`config.mk`:
```
export PLATFORM = sky130hd
export DESIGN_NAME = pipeline_hazard_ctrl
export DESIGN_NICKNAME = d
export VERILOG_FILES = /design/src/rtl/pipeline_hazard_ctrl.sv
export SDC_FILE = /design/constraint.sdc
export NUM_CORES = 1
export LEC_CHECK = 0
export ABC_AREA = 0
export BUFFER_PORTS_ARGS = -buffer_cell sky130_fd_sc_hd__buf_4
export CAP_MARGIN = 10
export CORE_MARGIN = 3
export CORE_UTILIZATION = 47
export CTS_CLUSTER_DIAMETER = 120
export DETAILED_ROUTE_END_ITERATION = 10
export PLACE_DENSITY = 0.72
export SYNTH_ARGS = -nofsm -noshare
export SYNTH_HDL_FRONTEND = slang
export SYNTH_SLANG_ARGS = --single-unit
```
`constraint.sdc`:
```
create_clock -name clk -period 1.8 [get_ports clk]
set_input_delay 0.18 -clock clk [delete_from_list [all_inputs] [get_ports clk]]
set_output_delay 0.18 -clock clk [all_outputs]
set_load 0.02 [all_outputs]
```
`src/rtl/pipeline_hazard_ctrl.sv`:
```
// Stall/flush sequencer for the 5-stage pipeline: RAW hazard detection,
// cache-miss/branch/hazard arbitration and saturating lost-cycle counters.
module pipeline_hazard_ctrl #(
  parameter int CNT_W = 16
) (
  input  logic             clk,
  input  logic             rst,
  input  logic             fwd_en,
  input  logic             id_valid,
  input  logic [3:0]       id_src1,
  input  logic [3:0]       id_src2,
  input  logic             id_two_src,
  input  logic             ex_wb_en,
  input  logic             ex_mem_r_en,
  input  logic [3:0]       ex_dest,
  input  logic             mem_wb_en,
  input  logic [3:0]       mem_dest,
  input  logic             branch_taken,
  input  logic             cache_ready,
  input  logic             cnt_clr,
  output logic             pc_freeze,
  output logic             ifid_flush,
  output logic             idex_flush,
  output logic             cache_freeze,
  output logic [1:0]       state,
  output logic [CNT_W-1:0] stall_cnt,
  output logic [CNT_W-1:0] flush_cnt,
  output logic [CNT_W-1:0] miss_cnt
);

  localparam logic [1:0] RUN     = 2'b00;
  localparam logic [1:0] MISS    = 2'b01;
  localparam logic [1:0] BRFLUSH = 2'b10;

  logic [1:0] state_q, state_d;
  logic       m1, m2, hz, miss, br_flush, hz_stall;

  // NOTE: every signal assigned in an always_comb gets a value on every path,
  // here by computing each one unconditionally, so no latch can be inferred.
  always_comb begin
    m1 = ex_wb_en  & ((ex_dest  == id_src1) | (id_two_src & (ex_dest  == id_src2)));
    m2 = mem_wb_en & ((mem_dest == id_src1) | (id_two_src & (mem_dest == id_src2)));
    // With forwarding only a load in EX can't be bypassed; BRFLUSH means ID is a bubble.
    hz = id_valid & (fwd_en ? (ex_mem_r_en & m1) : (m1 | m2)) & (state_q != BRFLUSH);
    miss     = ~cache_ready;
    br_flush = cache_ready & branch_taken;
    hz_stall = cache_ready & ~branch_taken & hz;
  end

  // Flushes are masked during a miss: the stage registers let flush win over
  // freeze, so an unmasked flush would wipe the frozen contents.
  assign cache_freeze = ~rst & miss;
  assign pc_freeze    = ~rst & (miss | hz_stall);
  assign ifid_flush   = ~rst & br_flush;
  assign idex_flush   = ~rst & (br_flush | hz_stall);

  always_comb begin
    state_d = RUN;
    case (state_q)
      RUN, MISS: begin
        if (miss)              state_d = MISS;
        else if (branch_taken) state_d = BRFLUSH;
        else                   state_d = RUN;
      end
      BRFLUSH:                 state_d = miss ? MISS : RUN;
      default:                 state_d = RUN;
    endcase
  end

  // NOTE: sequential state uses non-blocking assignments so every register
  // samples pre-edge values regardless of statement order.
  always_ff @(posedge clk or posedge rst) begin
    if (rst) state_q <= RUN;
    else     state_q <= state_d;
  end

  assign state = state_q;

  function automatic logic [CNT_W-1:0] sat_inc(input logic [CNT_W-1:0] c, input logic en);
    return (en && (c != '1)) ? c + 1'b1 : c;
  endfunction

  always_ff @(posedge clk or posedge rst) begin
    if (rst) begin
      stall_cnt <= '0;
      flush_cnt <= '0;
      miss_cnt  <= '0;
    end else if (cnt_clr) begin
      stall_cnt <= '0;
      flush_cnt <= '0;
      miss_cnt  <= '0;
    end else begin
      stall_cnt <= sat_inc(stall_cnt, hz_stall);
      flush_cnt <= sat_inc(flush_cnt, br_flush);
      miss_cnt  <= sat_inc(miss_cnt, miss);
    end
  end

endmodule

```
-- Word-level counts from Yosys, hierarchy flattened
Cells that the tools add are included.
- flip-flop bits (word level): 50
- output and inout port bits: 54
- word-level logic and storage cells: 58
- add/sub/neg operators: 3
- eq/ne operators: 10
- multiplexer cells: 11
- bitwise gates (word level): 22
- reductions and logical operators: 8
- operators with widths (cell ; number):
    $mux 16 ; 6
    $add 16x1->16 const B ; 3
    $ne 16x16->1 const B ; 3
    $eq 4x4->1 ; 4
    $and 1x1->1 ; 14
    $reduce_bool 2->1 ; 3
    $or 1x1->1 ; 5
    $mux 2 ; 2
    $pmux 2 s2 ; 1
    $logic_and 1x1->1 ; 3
    $not 1->1 ; 3
    $eq 2x1->1 const B ; 1
    $eq 2x2->1 const B ; 1
    $logic_not 2->1 ; 1
    $mux 1 ; 2
    $ne 2x2->1 const B ; 1
    $reduce_or 2->1 ; 1

-- Depth between registers and ports, before layout
Gate-level depths: netlist of the first run.
- depth in word-level cells: 12
- mapped depth: 9
- mapped depth without buffers: 7

-- Worst setup path before layout of the first run
Ideal clock, no wire load.
- kind: register to register
- start: register stall_cnt[0]
- end: register stall_cnt[1]
- arrival: 1.905 ns
- required time: 1.668 ns
- setup slack: -0.236 ns
- stages on the path, launching flop included: 10
- buffers on the path: 2
- period minus slack after synthesis: 2.036 ns
- cell sequence: dfrtp_1 > ha_1 > nand3_1 > nor2_1 > a31oi_4 > o21ai_2 > buf_6 > buf_4 > mux2i_1 > nor2_1
- cells in the longest elaborated chain, start to end: 3
- elaborated cells between the ends (all ways): 6
- ends and longest elaborated chain (what ; RTL line ; source):
    start: declaration ; 26 ; output logic [CNT_W-1:0] stall_cnt,
    start signal: assignment ; 93 ; stall_cnt <= sat_inc(stall_cnt, hz_stall);
    $add 16x1->16 or $ne 16x16->1 (tied branches) ; 80 ; return (en && (c != '1)) ? c + 1'b1 : c;
    $mux 16 or $logic_and 1x1->1 (tied branches) ; 80 ;
    $mux 16 or $reduce_bool 2->1 (tied branches) ; - ;
Several ways; a longest one is shown, not always the timed one. The select of a mux whose other input is x is not followed.
A chain may end at the register's enable or synchronous reset.

-- Worst setup path after layout of the first run
- start: register stall_cnt[7]
- end: register stall_cnt[10]
Same word-level chain as after synthesis.

==> summary.md, run 1 <==
| Metric | Value |
|---|---|
| Slew @ Worst Pin | `0.393 ns` |
| R2R cell count | `7` |
| WHS Endpoint | `state[0]` |
| Yosys warning count | `0` |
| Clock latency on the worst-skew pair | `0.30 ns` |
| Async SR Flop Fraction | `100%` |
| Clock slew at the register clock pins of the worst setup and hold paths | `0.09 ns` |
| HPWL Detailed | `5.60 mm` |
| Residual DRC | `0` |
| CTS Root Cell | `clkbuf_8` |
| Ports | `81` |
| Critical Path Source | `stall_cnt[7]` |
| FP Rows | `27` |
| H-tree depth | `2` |
| Buf/Inv on CP | `1` |
| Minimum clock period | `1.85 ns` |
| Area grow syn2layout | `53.1%` |
| Final hold viol count | `0` |
| Placed inst area | `0.00394 mm^2` |
| Clock Skew | `0.00946 ns` |
| GRT overflow | `0` |
| Max_slew headroom | `73.8%` |
| Most used DFF post-synth | `dfrtp_1` |
| EDFF count, synth | `0` |
| Largest net degree at the start of global routing | `37` |
| Antenna violations before repair | `0` |
| GRT Overall Usage | `21.2%` |
| Setup WS pre-CTS | `-0.140 ns` |
| PwrDens | `516 mW/mm^2` |
| FF/Latch Area | `0.00126 mm^2` |
| Req. time, crit path | `2.03 ns` |
| Crit-path max FO | `7` |
| Largest delay share family, worst path | `simple AND/OR/NAND/NOR gates` |
| Slew Viols, Final | `0` |
| Port-buffer cells | `80` |
| NumNets Final | `467` |
| R2R Path End | `stall_cnt[10]` |
| Starting Density | `49.5%` |
| Commonest non-fill, non-tap cell in the layout | `buf_4` |
| Final worst slack | `-0.0483 ns` |
| Slowest cell on the critical path | `dfrtp_2` |
| Critical setup path kind | `flip-flop to flip-flop` |
| First-pass GRT wire length | `12.3 mm` |
| TritonCTS buffer count | `5` |
| Commonest cells after routing, fill and taps aside | `buf_4 (138), dfrtp_1 (42), nor2_1 (37)` |
| Failing checks | `setup timing` |
| Synth Net Count | `320` |
| Fin crit share | `103%` |
| #FFs+latches synth | `50` |
| Vias in the first global route | `2653` |
| CP Launch Type | `flip-flop` |
| Reg-to-reg startpoint | `stall_cnt[7]` |
| Leakage power | `1.95 nW` |
| Die height | `83.1 um` |
| Crit path cell chain | `and4_4, and2_4, a31oi_4, o21ai_4, buf_6, or3_4, a21oi_2` |
| Hold Path Class | `primary input to flip-flop` |
| Setup violation total in the final timing report | `9` |
| R2R setup slack | `-0.05 ns` |
| Synthesized area | `0.00279 mm^2` |
| Deepest clock path buffer count | `2` |
| # Max-Cap Violations | `0` |
| Post-Synthesis Cells | `290` |
| Die area | `0.00690 mm^2` |
| Iter 0 DRT Violations | `127` |
| TritonRoute pass-1 iters | `4` |
| Share of layout cells above drive strength 1 | `45.9%` |
| Ant. Diodes | `0` |
| Detailed Route WL | `7.58 mm` |
| Via count | `2756` |
| Critical path's largest stage delay | `0.42 ns` |
| Routed Antenna Nets | `0` |
| Hold path cells | `2` |
| RSZ-0062 raised after global routing | `true` |
| Routability cong. | `0.802` |
| CTS tree | `yes` |
| Area of the multi-input gates | `0.00166 mm^2` |
| Sequential share of the synthesized area | `44.8%` |
| Hold_sp | `cache_ready` |
| Routed wire per std cell | `14.9 um` |
| Fillcell total | `413` |
| Outcome | `finished with violations` |
| Fmax | `541 MHz` |
| Cell variety after synth | `46` |
| VDD IR max | `0.383 mV` |
| Core area | `0.00564 mm^2` |
| Critical path capture point type | `flip-flop` |
| Syn Area/Cell | `9.63 um^2` |
| Post-route cell area | `0.00428 mm^2` |
| Drt via density | `5.40` |
| WP data arrival | `2.08 ns` |
| Die Span X | `83.1 um` |
| Total power draw | `2.20 mW` |
| Setup TNS | `-0.255 ns` |
| TritonCTS Sinks | `50` |
## routing by layer
layer	part of all wire, %	track usage (%)
met2	52	37.9
met5	0	0
met3	3.9	3.47
met4	0.63	4.61
met1	43	26.9
## registers in the layout, indices dropped and copies added (netlist names)
signal / count
state: 2
flush_cnt: 16
stall_cnt: 16
miss_cnt: 16
## where the power goes
group,leakage (nW),internal [mW],switching (mW)
clock network,0.0524,0.416,0.358
logic,1.22,0.137,0.154
registers,0.680,1.13,0.00665
total,1.95,1.69,0.519
## cell families (layout without fill, tap and decap cells)
logic type	count (synthesis)	after routing	synth area share (%)
adder cells (fa/ha/maj)	3	3	1.34
multiplexers	4	4	1.48
buffers and inverters	11	158	1.93
XOR/XNOR	44	44	13.8
AND/OR/NAND/NOR	133	133	25.7
flip-flops	50	50	44.8
AO/OA/AOI/OAI	45	46	10.9
## repair_timing
item / in CTS / in global routing
hold buffers: 1 / 0
pin swaps: 9 / 14
cloned: 1 / 0
endpoints found under the hold margin: 14 / 0
endpoints found under the setup margin: 12 / 30
gates resized for setup: 7 / 32
buffers inserted: 2 / 4
## stage by stage
stage / hold WS [ns] / std cells / utilization [%]
floorplan: 0.419 / 290 / -
global placement: 0.205 / 494 / 69.8
detailed placement: 0.208 / 494 / 69.8
CTS: 0.118 / 506 / 72.9
global route: 0.133 / 510 / 75.8
finish: 0.132 / 510 / 75.8
## cells in the mapped netlist, types with 2 or more instances
| cell type | number | share of area (%) |
|---|---|---|
| xnor2_1 | 19 | 6.0 |
| nor3_1 | 4 | 0.72 |
| nor2_1 | 39 | 5.2 |
| dfrtp_1 | 50 | 45 |
| nor4_1 | 2 | 0.45 |
| nand2b_1 | 2 | 0.45 |
| nand3_1 | 21 | 3.8 |
| nand2_1 | 12 | 1.6 |
| a31oi_1 | 2 | 0.45 |
| and4_1 | 8 | 2.5 |
| nand4_1 | 13 | 2.9 |
| nor2b_1 | 4 | 0.90 |
| mux2i_1 | 3 | 1.1 |
| xor2_1 | 25 | 7.8 |
| a21oi_1 | 16 | 2.9 |
| o31ai_1 | 3 | 0.81 |
| o211ai_1 | 3 | 0.81 |
| clkbuf_1 | 5 | 0.67 |
| ha_1 | 3 | 1.3 |
| inv_1 | 3 | 0.40 |
| or3_1 | 10 | 2.2 |
| or4_1 | 3 | 0.81 |
| o21ai_0 | 13 | 2.3 |
| and3_1 | 5 | 1.1 |
## worst max path at each step
stage / depth (start not counted) / end / slack (ns)
final: 7 / stall_cnt[10] / -0.05
after CTS: 6 / stall_cnt[14] / -0.007
after floorplan: 9 / stall_cnt[1] / -0.009
after global placement: 8 / idex_flush / -0.1
after global routing: 8 / stall_cnt[2] / -0.12
after detailed placement: 8 / idex_flush / -0.14
## worst reg2reg max path, delay by kind of cell, from the launching register on
| kind | cells | cell delay (ns) |
|---|---|---|
| and+or+nand+nor | 3 | 0.71 |
| AOI/OAI and AO/OA | 3 | 0.51 |
| DFF | 1 | 0.42 |
| buffers and inverters | 1 | 0.15 |
## final cells by class
| type | count | share of cell area [%] |
|---|---|---|
| timing repair buffer | 147 | 26.9 |
| clock inverter | 1 | 0.702 |
| sequential | 50 | 29.5 |
| multi-input combinational | 230 | 38.8 |
| inverter | 3 | 0.263 |
| tap | 72 | 2.11 |
| clock buffer | 7 | 1.79 |
Note: power is estimated with default switching activity, not from simulation.
==> inputs of run 2 (changes only) <==
RECOVER_POWER = 50   (was default)
==> summary.md, run 2 (same netlist as run 1, synthesis figures left out) <==
| Metric | Value |
|---|---|
| Iter 0 DRT Violations | `106 (-17%)` |
| # Max-Cap Violations | `0 (unchanged)` |
| Slew Viols, Final | `0 (unchanged)` |
| GRT Overall Usage | `21.2% (unchanged)` |
| Slew @ Worst Pin | `0.575 ns (+0.182 ns)` |
| Port-buffer cells | `80 (unchanged)` |
| NumNets Final | `467 (unchanged)` |
| Ant. Diodes | `0 (unchanged)` |
| First-pass GRT wire length | `12.3 mm (unchanged)` |
| Non-Filler Instances | `510 (unchanged)` |
| RSZ-0062 raised after global routing | `true` |
| Share of layout cells above drive strength 1 | `42.2% (-3.7 points)` |
| Req. time, crit path | `2.03 ns (about the same)` |
| Placed cell count | `494 (unchanged)` |
| Clock Skew | `0.00964 ns (+0.000172 ns)` |
| Commonest cells after routing, fill and taps aside | `buf_4 (123), dfrtp_1 (42), nor2_1 (37)` |
| GRT overflow | `0 (unchanged)` |
| Final hold viol count | `0 (unchanged)` |
| Starting Density | `49.5% (unchanged)` |
| HPWL Detailed | `5.60 mm (unchanged)` |
| PwrDens | `522 mW/mm^2 (+1.3%)` |
| Critical setup path kind | `flip-flop to flip-flop` |
| Met2 Use GR | `37.9% (unchanged)` |
| Total power draw | `2.20 mW (-0.34%)` |
| Deepest clock path buffer count | `2 (unchanged)` |
| Die height | `83.1 um (unchanged)` |
| CTS tree | `yes` |
| Setup violation total in the final timing report | `9 (unchanged)` |
| Minimum clock period | `1.85 ns (-0.00185 ns)` |
| TritonCTS Sinks | `50 (unchanged)` |
| CTS Root Cell | `clkbuf_8` |
| Worst hold margin | `0.130 ns (-0.00210 ns)` |
| Die area | `0.00690 mm^2 (unchanged)` |
| Via count | `2743 (-0.47%)` |
| Failing checks | `setup timing` |
| Detailed Route WL | `7.55 mm (-0.41%)` |
| TritonCTS buffer count | `5 (unchanged)` |
| Residual DRC | `0 (unchanged)` |
| Core area | `0.00564 mm^2 (unchanged)` |
| Routed wire per std cell | `14.8 um (-0.41%)` |
| Routability cong. | `0.802 (unchanged)` |
| Met3 GRT Util | `3.47% (unchanged)` |
| GR met1 Demand/Resource | `26.9% (unchanged)` |
| VDD IR max | `0.382 mV (-0.11%)` |
| Global route hottest layer | `met2` |
| Vias in the first global route | `2653 (unchanged)` |
| Crit-path max FO | `7 (unchanged)` |
| Area grow syn2layout | `50.6%` |
| FP Rows | `27 (unchanged)` |
| Routed Antenna Nets | `0 (unchanged)` |
| Post-route cell area | `0.00421 mm^2 (-1.6%)` |
| Setup TNS | `-0.246 ns (+0.00930 ns)` |
| Clock latency on the worst-skew pair | `0.30 ns (about the same)` |
| Fillcell total | `429 (+3.9%)` |
| Commonest non-fill, non-tap cell in the layout | `buf_4` |
| Outcome | `finished with violations` |
| Largest net degree at the start of global routing | `37 (unchanged)` |
| Max_slew headroom | `61.6% (-12 points)` |
| Antenna violations before repair | `0 (unchanged)` |
| Fin crit share | `103% (about the same)` |
| Die Span X | `83.1 um (unchanged)` |
| Fmax | `542 MHz (about the same)` |
| WP data arrival | `2.08 ns (about the same)` |
| R2R setup slack | `-0.05 ns (about the same)` |
| H-tree depth | `2 (unchanged)` |
| Final worst slack | `-0.0465 ns (+0.00185 ns)` |
| Hold Path Class | `primary input to flip-flop` |
| Placed inst area | `0.00394 mm^2 (unchanged)` |
| Top flop regs | `flush_cnt (16), miss_cnt (16), stall_cnt (16)` |
| TritonRoute pass-1 iters | `4 (unchanged)` |
| Ports | `81 (unchanged)` |
| Leakage power | `1.89 nW (-3.4%)` |
| Clock slew at the register clock pins of the worst setup and hold paths | `0.09 ns (about the same)` |
| CP Launch Type | `flip-flop` |
| Drt via density | `5.38 (-0.47%)` |
| Critical path capture point type | `flip-flop` |
## run 2: cell types whose count changed in the layout (fill, tap and decap cells not counted)
cell and delta:
buf_4 -15, inv_2 -1, clkbuf_4 +1, clkbuf_1 +15, inv_1 +1, buf_12 -1
## run 2: final cells by class
class	count	area, um^2	share of cell area (%)
Multi-Input combinational cell	230	1660	39.4
Sequential cell	50	1260	30.0
Timing Repair Buffer	147	1080	25.7
Tap cell	72	90.1	2.14
Clock buffer	7	76.3	1.81
Clock inverter	1	30.0	0.714
Inverter	3	11.3	0.268
## run 2: per-layer routing
layer | share of wire, % | vias up | wire length [um]
li1 | - | 1331 | -
met1 | 43 | 1341 | 3230
met2 | 53 | 63 | 3970
met3 | 3.8 | 8 | 289
met4 | 0.64 | 0 | 48
met5 | 0 | - | 0
## run 2: path summary, 6_finish.rpt
kind	from	end	cells past startpoint
setup / recovery	stall_cnt[7]	stall_cnt[10]	7
hold / removal	cache_ready	state[0]	2
setup reg to reg	stall_cnt[7]	stall_cnt[10]	7
hold reg to reg	state[0]	state[0]	2
max in group asynchronous	rst	miss_cnt[5]	4
min in group asynchronous	rst	miss_cnt[0]	3
## run 2: power breakdown
part           total (mW)  switching [mW]  internal, mW
clock               0.776           0.360         0.416
sequential           1.14         0.00648          1.13
combinational       0.282           0.152         0.129
total                2.20           0.518          1.68
## run 2: through the flow
stage | setup WS [ns] | util (%)
2_1_floorplan | -0.00878 | -
3_3_place_gp | -0.0968 | 69.8
3_5_place_dp | -0.140 | 69.8
4_1_cts | -0.00699 | 72.9
5_1_grt | -0.117 | 74.6
6_report | -0.0465 | 74.6
## run 2: critical path, cell delays in order (launching register included)
cell and delay (ns):
dfrtp_2 0.42, and4_4 0.19, and2_4 0.15, a31oi_4 0.26
o21ai_4 0.13, buf_6 0.15, or3_4 0.36, a21oi_2 0.12
## run 2: what timing repair did
action                                  in CTS  in global routing
setup buffers                                2                  4
cloned                                       1                  0
hold buffers                                 1                  0
hold endpoints to repair                    14                  0
resized for setup                            7                 32
endpoints found under the setup margin      12                 30
pin swaps                                    9                 14
